===== config.mk =====
export PLATFORM = sky130hd
export DESIGN_NAME = frame_ctrl_gen_param
export DESIGN_NICKNAME = d
export VERILOG_FILES = /design/src/rtl/frame_ctrl_pkg.sv /design/src/rtl/frame_ctrl_gen_param_seq_udiv.sv /design/src/rtl/frame_ctrl_gen_param.sv
export SDC_FILE = /design/constraint.sdc
export NUM_CORES = 1
export LEC_CHECK = 0
export CORE_MARGIN = 2
export CORE_UTILIZATION = 50
export CTS_CLUSTER_DIAMETER = 150
export DETAILED_ROUTE_END_ITERATION = 8
export PLACE_DENSITY = 0.71
export SLEW_MARGIN = 20
export SYNTH_ARGS = -nofsm -noshare
export SYNTH_HDL_FRONTEND = slang
export SYNTH_SLANG_ARGS = --single-unit

===== constraint.sdc =====
create_clock -name sys_clk_i -period 6.95 [get_ports sys_clk_i]
set_input_delay 1.39 -clock sys_clk_i [delete_from_list [all_inputs] [get_ports sys_clk_i]]
set_output_delay 1.39 -clock sys_clk_i [all_outputs]
set_load 0.05 [all_outputs]

===== src/rtl/frame_ctrl_pkg.sv =====
// Shared constants for the frame control generator: encoder FSM encoding,
// default scale targets and the frame-start shift register depth helper.
package frame_ctrl_pkg;

  localparam logic [1:0] ST_OFF   = 2'd0;
  localparam logic [1:0] ST_ON    = 2'd1;
  localparam logic [1:0] ST_FLUSH = 2'd2;

  localparam int TGT_H_DEF = 1920;
  localparam int TGT_V_DEF = 1080;
  localparam int FRAC_DEF  = 10;

  // One tap beyond the deepest consumer so edge detects always have a "previous" bit.
  function automatic int fs_depth(input int data_dly, input int en_latch_dly,
                                  input int fs_enc_dly);
    int d;
    d = data_dly;
    if (en_latch_dly + 1 > d) d = en_latch_dly + 1;
    if (fs_enc_dly + 1 > d) d = fs_enc_dly + 1;
    return d + 1;
  endfunction

endpackage


===== src/rtl/frame_ctrl_gen_param_seq_udiv.sv =====
// Restoring unsigned divider, one quotient bit per clock. The start cycle
// already retires the first bit, so done follows start by DIVIDEND_W cycles.
module seq_udiv #(
  parameter int DIVIDEND_W = 26,
  parameter int DIVISOR_W  = 16,
  parameter int QUOT_W     = 26
) (
  input  logic                  sys_clk_i,
  input  logic                  resetn_i,
  input  logic                  start,
  input  logic [DIVIDEND_W-1:0] dividend,
  input  logic [DIVISOR_W-1:0]  divisor,
  output logic                  busy,
  output logic                  done,
  output logic                  div_by_zero,
  output logic [QUOT_W-1:0]     quotient
);

  localparam int CNT_W = $clog2(DIVIDEND_W + 1);

  logic [DIVISOR_W-1:0]  rem_q, rem_cur, rem_nxt, dsr_q, dsr_cur;
  logic [DIVISOR_W:0]    rem_shift;
  logic [DIVIDEND_W-1:0] quo_q, quo_cur, quo_nxt;
  logic [CNT_W-1:0]      cnt_q;

  // A start overrides any running division, restarting from the new operands.
  always_comb begin
    rem_cur   = start ? '0 : rem_q;
    quo_cur   = start ? dividend : quo_q;
    dsr_cur   = start ? divisor : dsr_q;
    rem_shift = {rem_cur, quo_cur[DIVIDEND_W-1]};
    rem_nxt   = rem_shift[DIVISOR_W-1:0];
    quo_nxt   = {quo_cur[DIVIDEND_W-2:0], 1'b0};
    if (rem_shift >= {1'b0, dsr_cur}) begin
      rem_nxt = DIVISOR_W'(rem_shift - {1'b0, dsr_cur});
      quo_nxt = {quo_cur[DIVIDEND_W-2:0], 1'b1};
    end
  end

  always_ff @(posedge sys_clk_i or negedge resetn_i) begin
    if (!resetn_i) begin
      rem_q       <= '0;
      quo_q       <= '0;
      dsr_q       <= '0;
      cnt_q       <= '0;
      busy        <= 1'b0;
      done        <= 1'b0;
      div_by_zero <= 1'b0;
    end else begin
      done <= 1'b0;
      if (start) begin
        rem_q       <= rem_nxt;
        quo_q       <= quo_nxt;
        dsr_q       <= divisor;
        div_by_zero <= (divisor == '0);
        cnt_q       <= CNT_W'(DIVIDEND_W - 1);
        busy        <= 1'b1;
      end else if (busy) begin
        rem_q <= rem_nxt;
        quo_q <= quo_nxt;
        cnt_q <= cnt_q - CNT_W'(1);
        if (cnt_q == CNT_W'(1)) begin
          busy <= 1'b0;
          done <= 1'b1;
        end
      end
    end
  end

  assign quotient = quo_q[QUOT_W-1:0];

endmodule


===== src/rtl/frame_ctrl_gen_param.sv =====
// Frame control generator: pixel/frame-start delay line, arithmetic H/V scale
// factors, resolution-change detection and the encoder enable/flush FSM.
module frame_ctrl_gen_param
  import frame_ctrl_pkg::*;
#(
  parameter int PIX_W        = 8,
  parameter int NCH          = 3,
  parameter int DATA_DLY     = 1,
  parameter int RES_W        = 16,
  parameter int SF_W         = 16,
  parameter int FRAC         = FRAC_DEF,
  parameter int TGT_H        = TGT_H_DEF,
  parameter int TGT_V        = TGT_V_DEF,
  parameter int H_SF_RST     = 1535,
  parameter int V_SF_RST     = 1534,
  parameter int HRES_RST     = 1280,
  parameter int VRES_RST     = 720,
  parameter int EN_LATCH_DLY = 3,
  parameter int FS_ENC_DLY   = 18,
  parameter int FLUSH_FRAMES = 1
) (
  input  logic                 sys_clk_i,
  input  logic                 resetn_i,
  input  logic                 encoder_en_i,
  input  logic                 frame_start_i,
  input  logic [RES_W-1:0]     hres_i,
  input  logic [RES_W-1:0]     vres_i,
  input  logic                 data_valid_i,
  input  logic [NCH*PIX_W-1:0] data_i,
  output logic                 data_valid_d_o,
  output logic [NCH*PIX_W-1:0] data_d_o,
  output logic                 frame_start_d_o,
  output logic [SF_W-1:0]      h_scale_factor_o,
  output logic [SF_W-1:0]      v_scale_factor_o,
  output logic                 sf_update_o,
  output logic                 res_change_o,
  output logic                 encoder_en_o,
  output logic                 frame_start_encoder_o,
  output logic                 eof_encoder_o
);

  localparam int FS_D  = fs_depth(DATA_DLY, EN_LATCH_DLY, FS_ENC_DLY);
  localparam int DIV_W = RES_W + FRAC;
  localparam int FC_W  = $clog2(FLUSH_FRAMES + 1);
  localparam logic [DIV_W-1:0] H_DVD  = DIV_W'(TGT_H) << FRAC;
  localparam logic [DIV_W-1:0] V_DVD  = DIV_W'(TGT_V) << FRAC;
  localparam logic [63:0]      SF_MAX = (64'd1 << SF_W) - 64'd1;

  logic [FS_D-1:0]        fs_sr;
  logic [NCH*PIX_W-1:0]   data_pipe [DATA_DLY];
  logic [DATA_DLY-1:0]    valid_pipe;
  logic [RES_W-1:0]       prev_h, prev_v;
  logic                   fs_rise, latch_ev;
  logic                   h_busy, h_done, h_dbz, v_busy, v_done, v_dbz;
  logic [DIV_W-1:0]       h_quot, v_quot;
  logic [1:0]             state, state_nxt;
  logic [FC_W-1:0]        flush_cnt, flush_cnt_nxt;
  logic                   unused_ok;

  function automatic logic [SF_W-1:0] sat_sf(input logic [DIV_W-1:0] q);
    logic [DIV_W-1:0] qm1;
    qm1 = q - DIV_W'(1);
    if (q == '0) return '0;
    if (64'(qm1) > SF_MAX) return '1;
    return SF_W'(qm1);
  endfunction

  always_ff @(posedge sys_clk_i or negedge resetn_i) begin
    if (!resetn_i) begin
      fs_sr      <= '0;
      valid_pipe <= '0;
      for (int i = 0; i < DATA_DLY; i++) data_pipe[i] <= '0;
    end else begin
      fs_sr         <= {fs_sr[FS_D-2:0], frame_start_i};
      valid_pipe[0] <= data_valid_i;
      data_pipe[0]  <= data_i;
      for (int i = 1; i < DATA_DLY; i++) begin
        valid_pipe[i] <= valid_pipe[i-1];
        data_pipe[i]  <= data_pipe[i-1];
      end
    end
  end

  assign data_d_o              = data_pipe[DATA_DLY-1];
  assign data_valid_d_o        = valid_pipe[DATA_DLY-1];
  assign frame_start_d_o       = fs_sr[DATA_DLY-1];
  assign frame_start_encoder_o = fs_sr[FS_ENC_DLY] | fs_sr[FS_ENC_DLY-1];
  assign eof_encoder_o         = (fs_sr[0] | fs_sr[1]) & encoder_en_o;
  assign fs_rise               = frame_start_i & ~fs_sr[0];
  assign latch_ev              = fs_sr[EN_LATCH_DLY] & ~fs_sr[EN_LATCH_DLY+1];

  always_ff @(posedge sys_clk_i or negedge resetn_i) begin
    if (!resetn_i) begin
      prev_h       <= RES_W'(HRES_RST);
      prev_v       <= RES_W'(VRES_RST);
      res_change_o <= 1'b0;
    end else if (frame_start_i) begin
      prev_h       <= hres_i;
      prev_v       <= vres_i;
      res_change_o <= (hres_i != prev_h) | (vres_i != prev_v);
    end
  end

  seq_udiv #(.DIVIDEND_W(DIV_W), .DIVISOR_W(RES_W), .QUOT_W(DIV_W)) u_h_div (
    .sys_clk_i(sys_clk_i), .resetn_i(resetn_i), .start(fs_rise),
    .dividend(H_DVD), .divisor(hres_i), .busy(h_busy), .done(h_done),
    .div_by_zero(h_dbz), .quotient(h_quot)
  );

  seq_udiv #(.DIVIDEND_W(DIV_W), .DIVISOR_W(RES_W), .QUOT_W(DIV_W)) u_v_div (
    .sys_clk_i(sys_clk_i), .resetn_i(resetn_i), .start(fs_rise),
    .dividend(V_DVD), .divisor(vres_i), .busy(v_busy), .done(v_done),
    .div_by_zero(v_dbz), .quotient(v_quot)
  );

  // A zero resolution keeps the old factor but still signals the update slot.
  always_ff @(posedge sys_clk_i or negedge resetn_i) begin
    if (!resetn_i) begin
      h_scale_factor_o <= SF_W'(H_SF_RST);
      v_scale_factor_o <= SF_W'(V_SF_RST);
      sf_update_o      <= 1'b0;
    end else begin
      sf_update_o <= h_done | v_done;
      if (h_done && !h_dbz) h_scale_factor_o <= sat_sf(h_quot);
      if (v_done && !v_dbz) v_scale_factor_o <= sat_sf(v_quot);
    end
  end

  // A resolution change always wins over a simultaneous enable drop.
  always_comb begin
    state_nxt     = state;
    flush_cnt_nxt = flush_cnt;
    if (latch_ev) begin
      case (state)
        ST_OFF: begin
          if (encoder_en_i && res_change_o) begin
            state_nxt     = ST_FLUSH;
            flush_cnt_nxt = FC_W'(FLUSH_FRAMES);
          end else if (encoder_en_i) begin
            state_nxt = ST_ON;
          end
        end
        ST_ON: begin
          if (res_change_o) begin
            state_nxt     = ST_FLUSH;
            flush_cnt_nxt = FC_W'(FLUSH_FRAMES);
          end else if (!encoder_en_i) begin
            state_nxt = ST_OFF;
          end
        end
        ST_FLUSH: begin
          if (res_change_o) begin
            flush_cnt_nxt = FC_W'(FLUSH_FRAMES);
          end else if (flush_cnt <= FC_W'(1)) begin
            flush_cnt_nxt = '0;
            state_nxt     = encoder_en_i ? ST_ON : ST_OFF;
          end else begin
            flush_cnt_nxt = flush_cnt - FC_W'(1);
          end
        end
        default: state_nxt = ST_OFF;
      endcase
    end
  end

  always_ff @(posedge sys_clk_i or negedge resetn_i) begin
    if (!resetn_i) begin
      state        <= ST_OFF;
      flush_cnt    <= '0;
      encoder_en_o <= 1'b0;
    end else begin
      state        <= state_nxt;
      flush_cnt    <= flush_cnt_nxt;
      encoder_en_o <= (state_nxt == ST_ON);
    end
  end

  assign unused_ok = ^{h_busy, v_busy, fs_sr};

endmodule


# --- Word level (Yosys, flattened, before mapping) ---
# Index checks and enable logic that the tools add are counted.
# W data, S select, Z words.
totals:
  register_bits: 246
  inputBits: 61
  out_inout_bits: 63
  wordCells: 136
classes:
  addsub: 7
  order_cmp: 5
  eq_ne: 9
  n_mux: 66
  bitwise_logic: 9
  n_reduce_logical: 14
ops:
  columns: ["operator", "count"]
  rows:
  - ["$mux W16", 18]
  - ["$mux W26", 6]
  - ["$gt A26 B16 Y1 const B", 2]
  - ["$logic_not A26 Y1", 2]
  - ["$sub A26 B1 Y26 const B", 2]
  - ["$ge A17 B16 Y1", 2]
  - ["$logic_not A16 Y1", 2]
  - ["$ne A16 B16 Y1", 2]
  - ["$sub A16 B16 Y16", 2]
  - ["$mux W1", 29]
  - ["$mux W5", 4]
  - ["$mux W2", 7]
  - ["$eq A5 B1 Y1 const B", 2]
  - ["$sub A5 B1 Y5 const B", 2]
  - ["$pmux W2 S3", 1]
  - ["$eq A2 B1 Y1 const B", 2]
  - ["$ne A2 B2 Y1 const B", 2]
  - ["$or A1 B1 Y1", 4]
  - ["$reduce_and A4 Y1", 1]
  - ["$reduce_bool A2 Y1", 2]
  - ["$and A1 B1 Y1", 3]
  - ["$logic_and A1 B1 Y1", 3]
  - ["$pmux W1 S3", 1]
  - ["$reduce_bool A3 Y1", 1]
  - ["6 further kinds", 8]

# --- Longest topological paths before layout ---
# Gate-level depths: netlist of run 1.
logic_depth:
  ltp_word: 7
  mapped_depth: 18
  depth_no_buf: 13

# --- Cells and area by module ---
# From an unflattened synthesis of run 1, not the netlist that was laid out.
unflattened:
  cells_unflattened: 1201
  hier_area_um2: 12548.3
by_module_without_submodules:
  columns: ["module", "n_inst", "cells_per_inst", "area_per_inst_um2", "seq_area_each_um2"]
  rows:
  - ["seq_udiv", 2, 399, 3831.2, 1651.6]
  - ["frame_ctrl_gen_param", 1, 403, 4885.9, 2859.0]

# --- Worst setup path before layout of run 1 ---
# Ideal clock, no wire load.
synth_path:
  path_type: "input port to flip-flop"
  startpoint: "input frame_start_i"
  endpoint: "register u_v_div.rem_q[14]"
  setup_time_ns: 0.120
  arrival_ns: 5.280
  t_required_ns: 6.830
  setup_slack_ns: 1.550
  cell_stages: 15
  n_path_buf: 5
  cell_sequence: "clkbuf_1 > nor2b_1 > clkbuf_1 > buf_1 > buf_1 > mux2i_1 > ha_1 > nand2_1 > or4_1 > o31a_1 > nor3b_1 > a21oi_1 > clkbuf_1 > o21ai_0 > a31o_2"
synth_between:
  elab_chain_cells: 6
  elab_cells_between_ends: 10
  classes_between: "add/sub (1); order compare (1); mux (6); bitwise (1); reduce/logical (1)"
synth_rtl:
  columns: ["element", "line", "source"]
  rows:
  - ["start, declared", "frame_ctrl_gen_param.sv:25", "input logic frame_start_i,"]
  - ["$and A1 B1 Y1 *", "frame_ctrl_gen_param.sv:89", "assign fs_rise = frame_start_i & ~fs_sr[0];"]
  - ["$mux W26, or another cell as far along", "frame_ctrl_gen_param_seq_udiv.sv:29", "quo_cur = start ? dividend : quo_q;"]
  - ["$sub A16 B16 Y16 or $ge A17 B16 Y1 (tied branches)", "frame_ctrl_gen_param_seq_udiv.sv:35, frame_ctrl_gen_param_seq_udiv.sv:34", null]
  - ["$mux W16", "frame_ctrl_gen_param_seq_udiv.sv:34", "if (rem_shift >= {1'b0, dsr_cur}) begin"]
  - ["$mux W16", "frame_ctrl_gen_param_seq_udiv.sv:58", "end else if (busy) begin"]
  - ["$mux W16", "frame_ctrl_gen_param_seq_udiv.sv:51", "if (start) begin"]
  - ["end signal, assigned", "frame_ctrl_gen_param_seq_udiv.sv:52", "rem_q <= rem_nxt;"]
  - ["end signal, assigned", "frame_ctrl_gen_param_seq_udiv.sv:59", "rem_q <= rem_nxt;"]
  - ["end, declared", "frame_ctrl_gen_param_seq_udiv.sv:21", "logic [DIVISOR_W-1:0] rem_q, rem_cur, rem_nxt, dsr_q, dsr_cur;"]
# Every way passes the cells marked *; elsewhere a longest branch is shown, timed or not. The select of a mux whose other input is x is not followed.
# A chain may end at the register's enable or synchronous reset.

# --- Worst setup path after layout of run 1 ---
layout_path:
  startpoint: "input frame_start_i"
  endpoint: "register u_h_div.rem_q[14]"
layout_between:
  elab_chain_cells: 6
  elab_cells_between_ends: 10
  classes_between: "add/sub (1); order compare (1); mux (6); bitwise (1); reduce/logical (1)"
layout_rtl:
  columns: ["element", "line"]
  rows:
  - ["$and A1 B1 Y1 *", "frame_ctrl_gen_param.sv:89"]
  - ["$mux W26, or another cell as far along", "frame_ctrl_gen_param_seq_udiv.sv:29"]
  - ["$sub A16 B16 Y16 or $ge A17 B16 Y1 (tied branches)", "frame_ctrl_gen_param_seq_udiv.sv:35, frame_ctrl_gen_param_seq_udiv.sv:34"]
  - ["$mux W16", "frame_ctrl_gen_param_seq_udiv.sv:34"]
  - ["$mux W16", "frame_ctrl_gen_param_seq_udiv.sv:58"]
  - ["$mux W16", "frame_ctrl_gen_param_seq_udiv.sv:51"]
  - ["end signal, assigned", "frame_ctrl_gen_param_seq_udiv.sv:52"]
  - ["end signal, assigned", "frame_ctrl_gen_param_seq_udiv.sv:59"]
  - ["end, declared", "frame_ctrl_gen_param_seq_udiv.sv:21"]
# Marks and branches as above.

==> flow_summary.json, run 1 <==
{
  "grt_use_total": 0.206,
  "overflow": 0,
  "root_buffer": "clkbuf_16",
  "synth_top_area_frac": 0.455,
  "first_pass_iters": 5,
  "cts_setup_buffers": 0,
  "max_freq_mhz": 180,
  "outcome": "complete, no violations",
  "fp.dieH_um": 160,
  "min_path_type": "reg -> reg",
  "setup_violations": 0,
  "crit_family": "compound AO/OA/AOI/OAI gates",
  "final_max_slew_viol_count": 0,
  "path_cells": "clkdlybuf4s50_1, buf_4, nand2b_2, buf_4, nand2_1, inv_1, ha_1, nor2b_1, o2111ai_1, a31oi_1, a211oi_1, o21a_1, and2_1, a21oi_1, o211ai_1",
  "cp_num_buf_inv": 4,
  "syn_area_um2": 12100,
  "synth_seq_cells": 245,
  "p_leak_nw": 6.67,
  "end_kind": "register",
  "die_area_um2": 25500,
  "grt_antenna_before_repair": 0,
  "cts_buffer_depth": 3,
  "min_period_ns": 5.55,
  "p_per_area_nw_per_um2": 396,
  "max-cap-violations": 0,
  "hold_violations": 0,
  "io_pins": 124,
  "ys_top_cells_by_area": "dfrtp_1 (45%), mux2i_1 (6.9%), dfstp_2 (5.4%), xnor2_1 (4.1%), ha_1 (3.9%)",
  "avgSynthCellArea_um2": 10.5,
  "synthAdderAreaFrac": 0.0426,
  "fin_util": 0.616,
  "vias": 8839,
  "drive_gt1_frac": 0.105,
  "gp_congestion": 0.906,
  "rsz0062_at_grt": "no",
  "ys_warn_count": 0,
  "cts_made_buffers": 27,
  "synth-simple-area-share": 0.147,
  "cp_common_cell": "buf_4",
  "wl_per_cell_um": 16.2,
  "setup_tns_ns": 0,
  "finalCritPeriodShare": 0.799,
  "dpl_worst_slack_ns": 0.848,
  "synth_edf_count": 0,
  "synth_cell_types": 60,
  "drt-total-wl_mm": 26.0,
  "cts_max_level": 1,
  "holdBufCountCts": 0,
  "vdd_ir_drop_max_uv": 235,
  "grt_max_degree": 114,
  "syn-num-nets": 1252,
  "tritoncts": "built",
  "cts_resized": 0,
  "nets": 1368,
  "crit_fanout": 36,
  "ff2ff_setup_slack_ns": 2.58,
  "core_um2": 23600,
  "hpwl_mm": 18.0,
  "viasPerCell": 5.50,
  "yosys.area.top_type": "dfrtp_1",
  "diodes": 0,
  "start_util": 0.513,
  "cp.arrival_ns": 6.00,
  "drc": 0,
  "grt_pass1_vias": 8479,
  "fin_skew_ns": 0.0189,
  "crit_path_max_incr_delay_ns": 0.70,
  "required_ns": 7.39,
  "synth_top_family_by_area": "simple AND/OR/NAND/NOR gates",
  "tightestPinTransition_ns": 1.01,
  "synth-compound-area-share": 0.110,
  "synth_mux_area_frac": 0.0993,
  "area_growth_pct": 20.1,
  "nFillCells": 2000,
  "timing.slew.headroom": 0.328,
  "p_total_mw": 5.76,
  "fin_ws_ns": 1.40,
  "grt_pass1_wl_mm": 43.9,
  "synth-xor-area-share": 0.0629,
  "insertion_delay_ns": 0.54,
  "synth_cells": 1151,
  "start_kind": "input pin",
  "slowest_stage": "o21a_1",
  "clock-sinks": 245,
  "fp-row-count": 56,
  "critPathKind": "in -> reg",
  "ys_seq_area_frac": 0.509,
  "synth_ff_type": "dfrtp_1",
  "portBuffers": 123,
  "path_clk_slew_ns": 0.06,
  "ant_nets": 0,
  "ys_async_sr_fraction": 1.00,
  "drt-initial-drc-count": 611,
  "die_w_um": 160
}
-- worst paths after layout --
path / depth (start not counted) / start / end
min in group asynchronous: 1 / resetn_i / data_d_o[16]
min reg2reg: 0 / fs_sr[12] / fs_sr[13]
max in group asynchronous: 2 / resetn_i / u_h_div.busy
min: 0 / fs_sr[12] / fs_sr[13]
max reg2reg: 11 / fs_sr[0] / u_v_div.rem_q[0]
max: 15 / frame_start_i / u_h_div.rem_q[14]
-- flip-flops by register name, summed over array words and instances (netlist names), 2 cells and up --
name / cells
u_v_div.quotient: 26
prev_v: 16
u_h_div.quotient: 26
h_scale_factor_o: 16
u_h_div.dsr_q: 16
v_scale_factor_o: 16
u_h_div.rem_q: 16
prev_h: 16
state: 2
data_d_o: 24
fs_sr: 19
u_v_div.rem_q: 16
u_h_div.cnt_q: 5
u_v_div.dsr_q: 16
u_v_div.cnt_q: 5
-- where the power goes --
part / internal [mW] / switching (mW) / total (mW)
registers: 1.78 / 0.254 / 2.03
logic: 0.984 / 1.34 / 2.32
clock network: 0.844 / 0.563 / 1.41
total: 3.61 / 2.16 / 5.76
-- layout make-up --
type	count	area, µm²	share of cell area
Clock inverter	11	116	0.00800
Sequential cell	245	6160	0.424
Tap cell	319	399	0.0274
Multi-Input combinational cell	814	5610	0.386
Timing Repair Buffer	132	1300	0.0896
Inverter	47	176	0.0121
Clock buffer	39	771	0.0530
-- synthesized netlist by cell type (all sizes together), types with 16 or more instances --
cell type / number
nor3: 24
and2: 29
a22o: 16
mux2i: 83
inv: 46
o21ai: 50
nor4: 22
xor2: 31
xnor2: 56
a21oi: 70
dfstp: 25
dfrtp: 220
nand3: 16
ha: 38
nand2: 86
mux2: 33
nor2: 110
clkbuf: 34
-- cells by family after synthesis --
| logic type | after synthesis |
|---|---|
| AO/OA/AOI/OAI | 211 |
| XOR/XNOR | 87 |
| adder cells (fa/ha/maj) | 40 |
| buffers and inverters | 92 |
| flip-flops | 245 |
| multiplexers | 116 |
| AND/OR/NAND/NOR | 360 |
-- per-stage QoR --
| step | hold WS [ns] | area (µm²) | cells |
|---|---|---|---|
| finish | 0.343 | 14500 | 1607 |
| global route | 0.350 | 14500 | 1607 |
| CTS | 0.345 | 14500 | 1607 |
| detailed placement | 0.335 | 13600 | 1557 |
| global placement | 0.332 | 13600 | 1557 |
| floorplan | 0.331 | 12100 | 1151 |
-- layer usage --
metal  part of all wire  track usage
met5                  0            0
met1               0.48        0.305
met2               0.44        0.320
met4              0.015       0.0455
met3              0.060       0.0332
-- layout by cell type (no fill, tap or decap), types with 8 or more instances in the layout --
master           count
a21oi_1             68
a22o_1              16
a31oi_1              8
and2_1              29
buf_4                9
clkbuf_16           27
clkdlybuf4s50_1    122
dfrtp_1            218
dfstp_2             25
ha_1                38
inv_1               46
mux2_2              33
mux2i_1             83
nand2_1             86
nand2b_1             9
nand3_1             16
nand4_1             10
nor2_1             110
nor2b_1              9
nor3_1              23
nor4_1              21
o21ai_0             50
or3_1               11
xnor2_1             56
xor2_1              31
Power figures use the tool's default switching activity.
==> run 2: changes to the inputs <==
--- a/config.mk
+++ b/config.mk
@@ -9,7 +9,7 @@
 export CORE_UTILIZATION = 50
 export CTS_CLUSTER_DIAMETER = 150
 export DETAILED_ROUTE_END_ITERATION = 8
-export PLACE_DENSITY = 0.71
+export PLACE_DENSITY = 0.73
 export SLEW_MARGIN = 20
 export SYNTH_ARGS = -nofsm -noshare
 export SYNTH_HDL_FRONTEND = slang
==> constraint.sdc (replaced) <==
create_clock -name sys_clk_i -period 4.9 [get_ports sys_clk_i]
set_input_delay 0.98 -clock sys_clk_i [delete_from_list [all_inputs] [get_ports sys_clk_i]]
set_output_delay 0.98 -clock sys_clk_i [all_outputs]
set_load 0.05 [all_outputs]
==> flow_summary.json, run 2 (same netlist as run 1, synthesis figures left out) <==
{
  "setup_tns_ns": 0,
  "cts_resized": 0,
  "holdBufCountCts": 0,
  "hold_violations": 0,
  "critPathLaunch": "frame_start_i",
  "die_area_um2": 25500,
  "start_kind": "input pin",
  "cts_setup_buffers": 0,
  "finalCritPeriodShare": 0.895,
  "setup_violations": 0,
  "cts_buffer_depth": 3,
  "place_inst": 1567,
  "cp_common_cell": "a21oi_1",
  "dpl_worst_slack_ns": -0.00552,
  "end_kind": "register",
  "power_frac_seq": 0.347,
  "cts_made_buffers": 26,
  "fin_skew_ns": 0.00763,
  "rsz0062_at_grt": "no",
  "min_to": "fs_sr[15]",
  "fp.dieH_um": 160,
  "die_w_um": 160,
  "crit_fanout": 18,
  "p_comb_frac": 0.407,
  "power.switching_mw": 3.08,
  "hpwl_mm": 18.6,
  "final_common_cell": "dfrtp_1",
  "clkPwrFrac": 0.246,
  "grt_antenna_before_repair": 0,
  "holdPathStages": 0,
  "min_from": "fs_sr[14]",
  "core_um2": 23600,
  "start_util": 0.513,
  "whs_ns": 0.347,
  "multi_input_area_um2": 5610,
  "diodes": 0,
  "final_max_slew_viol_count": 0,
  "instances_no_fill": 1615,
  "r2r-start": "fs_sr[0]",
  "path_cells": "clkdlybuf4s50_1, nor2b_4, buf_12, mux2i_1, ha_1, nand2_1, or4_1, o31a_1, nor3b_1, a21oi_1, buf_4, mux2_2, a21oi_1",
  "max-cap-violations": 0,
  "dpl_cell_area_um2": 13700,
  "tightestPinTransition_ns": 0.949,
  "p_sw_frac": 0.373,
  "drt-total-wl_mm": 26.4,
  "required_ns": 5.35,
  "drc": 0,
  "p_per_area_nw_per_um2": 564,
  "grt_pass1_vias": 8805,
  "min_path_type": "reg -> reg",
  "insertion_delay_ns": 0.52,
  "nFillCells": 1958,
  "fp-row-count": 56,
  "p_total_mw": 8.27,
  "gp_congestion": 0.905,
  "r2r_cells": 14,
  "fin_util": 0.621,
  "mostFrequentLayoutCells": "dfrtp_1 (218), clkdlybuf4s50_1 (122), nor2_1 (110), nand2_1 (86), mux2i_1 (83)",
  "area_growth_pct": 21.0,
  "wl_per_cell_um": 16.3,
  "outcome": "complete, no violations",
  "fin_ws_ns": 0.514,
  "vias": 8758,
  "r2r_end": "u_h_div.rem_q[2]",
  "tritoncts": "built",
  "crit_path_max_incr_delay_ns": 0.60,
  "path_clk_slew_ns": 0.06,
  "nets": 1377,
  "p_leak_nw": 6.74,
  "grt_pass1_wl_mm": 45.2,
  "clock-sinks": 245,
  "timing.slew.headroom": 0.367,
  "ff2ff_setup_slack_ns": 1.02,
  "cp.arrival_ns": 4.83,
  "intPower_mw": 5.19,
  "portBuffers": 123,
  "ant_nets": 0,
  "design_area_um2": 14700,
  "drt-initial-drc-count": 536,
  "io_pins": 124,
  "max_freq_mhz": 228,
  "layout.area.seq_um2": 6160,
  "slowest_stage": "clkdlybuf4s50_1",
  "vdd_ir_drop_max_uv": 338,
  "cts_max_level": 1,
  "first_pass_iters": 4,
  "root_buffer": "clkbuf_16",
  "critPathKind": "in -> reg",
  "min_period_ns": 4.39,
  "grt_use_total": 0.211,
  "overflow": 0,
  "grt_max_degree": 114,
  "viasPerCell": 5.42,
  "drive_gt1_frac": 0.111
}
run 2: final cells by class:
class / count / share of cell area
Inverter: 47 / 0.0120
Multi-Input combinational cell: 814 / 0.383
Timing Repair Buffer: 142 / 0.0958
Tap cell: 319 / 0.0272
Clock inverter: 10 / 0.00896
Clock buffer: 38 / 0.0523
Sequential cell: 245 / 0.421
run 2: per-layer routing:
layer / vias up / track usage / routed length [µm]
met5: - / 0 / 0
met4: 0 / 0.0417 / 331
met3: 29 / 0.0314 / 1430
met2: 220 / 0.337 / 11900
met1: 4220 / 0.310 / 12700
li1: 4289 / - / -
run 2: how the worst max path moves through the flow:
stage / endpoint / slack (ns) / cells after the start
after global routing: u_h_div.rem_q[2] / 0.24 / 15
after detailed placement: u_v_div.rem_q[0] / -0.006 / 13
after global placement: u_v_div.rem_q[0] / 0.1 / 13
final: u_v_div.rem_q[0] / 0.51 / 13
after CTS: u_v_div.rem_q[0] / 0.55 / 13
after floorplan: u_v_div.rem_q[14] / 0.13 / 15
run 2: power groups by stage:
| stage | Combinational (mW) | Sequential [mW] | Clock (mW) |
|---|---|---|---|
| after floorplan | 2.11 | 3.22 | 0 |
| after global placement | 3.30 | 2.89 | 0 |
| after detailed placement | 3.34 | 2.89 | 0 |
| after CTS | 3.37 | 2.87 | 2.09 |
| after global routing | 3.73 | 2.94 | 2.17 |
| final | 3.37 | 2.87 | 2.03 |
run 2: critical path, delay by kind of cell:
kind / cells / cell delay [ns]
multiplexers: 2 / 0.66
AND/OR/NAND/NOR: 4 / 0.97
adder cells (fa/ha/maj): 1 / 0.25
AO/OA/AOI/OAI: 3 / 0.91
buffers and inverters: 3 / 1.03
==> run 3: changes to the inputs <==
--- a/config.mk
+++ b/config.mk
@@ -5,7 +5,7 @@
 export SDC_FILE = /design/constraint.sdc
 export NUM_CORES = 1
 export LEC_CHECK = 0
-export CORE_MARGIN = 2
+export CORE_MARGIN = 4
 export CORE_UTILIZATION = 50
 export CTS_CLUSTER_DIAMETER = 150
 export DETAILED_ROUTE_END_ITERATION = 8
==> flow_summary.json, run 3 (same netlist as run 1, synthesis figures left out) <==
{
  "p_per_area_nw_per_um2": 557,
  "grt_antenna_before_repair": 0,
  "end_kind": "register",
  "max_freq_mhz": 239,
  "cts_resized": 0,
  "start_kind": "input pin",
  "timing.slew.headroom": 0.318,
  "die_w_um": 164,
  "tritoncts": "built",
  "required_ns": 5.30,
  "grt_pass1_wl_mm": 43.6,
  "overflow": 0,
  "crit_family": "simple AND/OR/NAND/NOR gates",
  "final_max_slew_viol_count": 0,
  "start_util": 0.511,
  "ff2ff_setup_slack_ns": 1.19,
  "drt-initial-drc-count": 585,
  "min_period_ns": 4.18,
  "io_pins": 124,
  "crit_path_max_incr_delay_ns": 0.57,
  "fp-row-count": 56,
  "wl_per_cell_um": 16.5,
  "hold_violations": 0,
  "setup_violations": 0,
  "path_clk_slew_ns": 0.06,
  "vdd_ir_drop_max_uv": 310,
  "gp_congestion": 0.910,
  "drive_gt1_frac": 0.104,
  "final_common_cell": "dfrtp_1",
  "r2r_end": "u_v_div.rem_q[12]",
  "portBuffers": 123,
  "grt_max_degree": 134,
  "max-cap-violations": 0,
  "instances_no_fill": 1611,
  "r2r-start": "fs_sr[0]",
  "viasPerCell": 5.45,
  "grt_use_total": 0.196,
  "critPathKind": "in -> reg",
  "cp.arrival_ns": 4.58,
  "fp.dieH_um": 164,
  "cts_buffer_depth": 3,
  "hpwl_mm": 18.6,
  "tightestPinTransition_ns": 1.02,
  "setup_tns_ns": 0,
  "vias": 8786,
  "min_path_type": "in -> async",
  "area_growth_pct": 20.5,
  "path_cells": "clkdlybuf4s50_1, nor2b_4, buf_12, mux2i_1, ha_1, nand2_1, or4_1, o31a_1, nor3b_1, a21oi_1, nor2_1, a221oi_1, nor2_1",
  "fin_skew_ns": 0.00763,
  "r2r_cells": 11,
  "outcome": "complete, no violations",
  "insertion_delay_ns": 0.52,
  "ant_nets": 0,
  "cp_num_buf_inv": 2,
  "cts_max_level": 1,
  "drt-total-wl_mm": 26.5,
  "drc": 0,
  "root_buffer": "clkbuf_16",
  "finalCritPeriodShare": 0.852,
  "mostFrequentLayoutCells": "dfrtp_1 (218), clkdlybuf4s50_1 (122), nor2_1 (110), nand2_1 (86), mux2i_1 (83)",
  "diodes": 0,
  "clock-sinks": 245,
  "die_area_um2": 26800,
  "place_inst": 1562,
  "p_leak_nw": 6.70,
  "nets": 1373,
  "first_pass_iters": 5,
  "grt_pass1_vias": 8681,
  "holdBufCountCts": 0,
  "cts_made_buffers": 26,
  "rsz0062_at_grt": "no",
  "crit_fanout": 27,
  "cts_setup_buffers": 0,
  "slowest_stage": "clkdlybuf4s50_1",
  "core_um2": 23700,
  "cp_common_cell": "nor2_1"
}
run 3: stage by stage:
stage | cell area [µm²] | setup slack (ns) | power (mW) | hold WS (ns) | util
after floorplan | 12100 | 0.132 | 5.33 | 0.331 | -
after global placement | 13700 | 0.307 | 6.17 | 0.332 | 0.579
after detailed placement | 13700 | 0.259 | 6.24 | 0.335 | 0.579
after CTS | 14600 | 0.780 | 8.17 | 0.347 | 0.615
after global routing | 14600 | 0.411 | 8.68 | 0.351 | 0.616
final | 14600 | 0.723 | 8.13 | 0.340 | 0.616
run 3: worst reg2reg max path, cell delays in order (launching register included):
cell	delay [ns]
dfrtp_1	0.46
nand2b_2	0.40
and2_1	0.29
ha_1	0.38
nand2_1	0.10
or4_1	0.50
o31a_1	0.35
nor3b_1	0.18
a21oi_1	0.33
nor2_1	0.18
a221oi_1	0.32
nor2_1	0.09
run 3: report_power, final:
part / switching [mW] / internal (mW)
logic: 1.92 / 1.43
registers: 0.364 / 2.52
clock network: 0.770 / 1.13
run 3: worst max path at each step:
stage	start	end	slack, ns	depth (start not counted)
6_report	frame_start_i	u_v_div.rem_q[12]	0.72	13
2_1_floorplan	frame_start_i	u_v_div.rem_q[14]	0.13	15
3_5_place_dp	frame_start_i	u_v_div.rem_q[12]	0.26	13
5_1_grt	frame_start_i	u_v_div.rem_q[10]	0.41	14
3_3_place_gp	frame_start_i	u_h_div.rem_q[2]	0.31	14
4_1_cts	frame_start_i	u_v_div.rem_q[12]	0.78	13
run 3: layout make-up:
type | instances | area (µm²)
Fill cell | 1995 | 9090
Tap cell | 319 | 399
Clock buffer | 41 | 768
Sequential cell | 245 | 6160
Timing Repair Buffer | 138 | 1410
Multi-Input combinational cell | 814 | 5610
Inverter | 47 | 176
Clock inverter | 7 | 66.3
run 3: routing by layer:
metal  share of wire  track usage  vias to the layer above
met5               0            0                        -
met4           0.017       0.0469                        0
met3           0.065       0.0293                       30
met2            0.44        0.300                      260
met1            0.48        0.295                     4228
li1                -            -                     4268
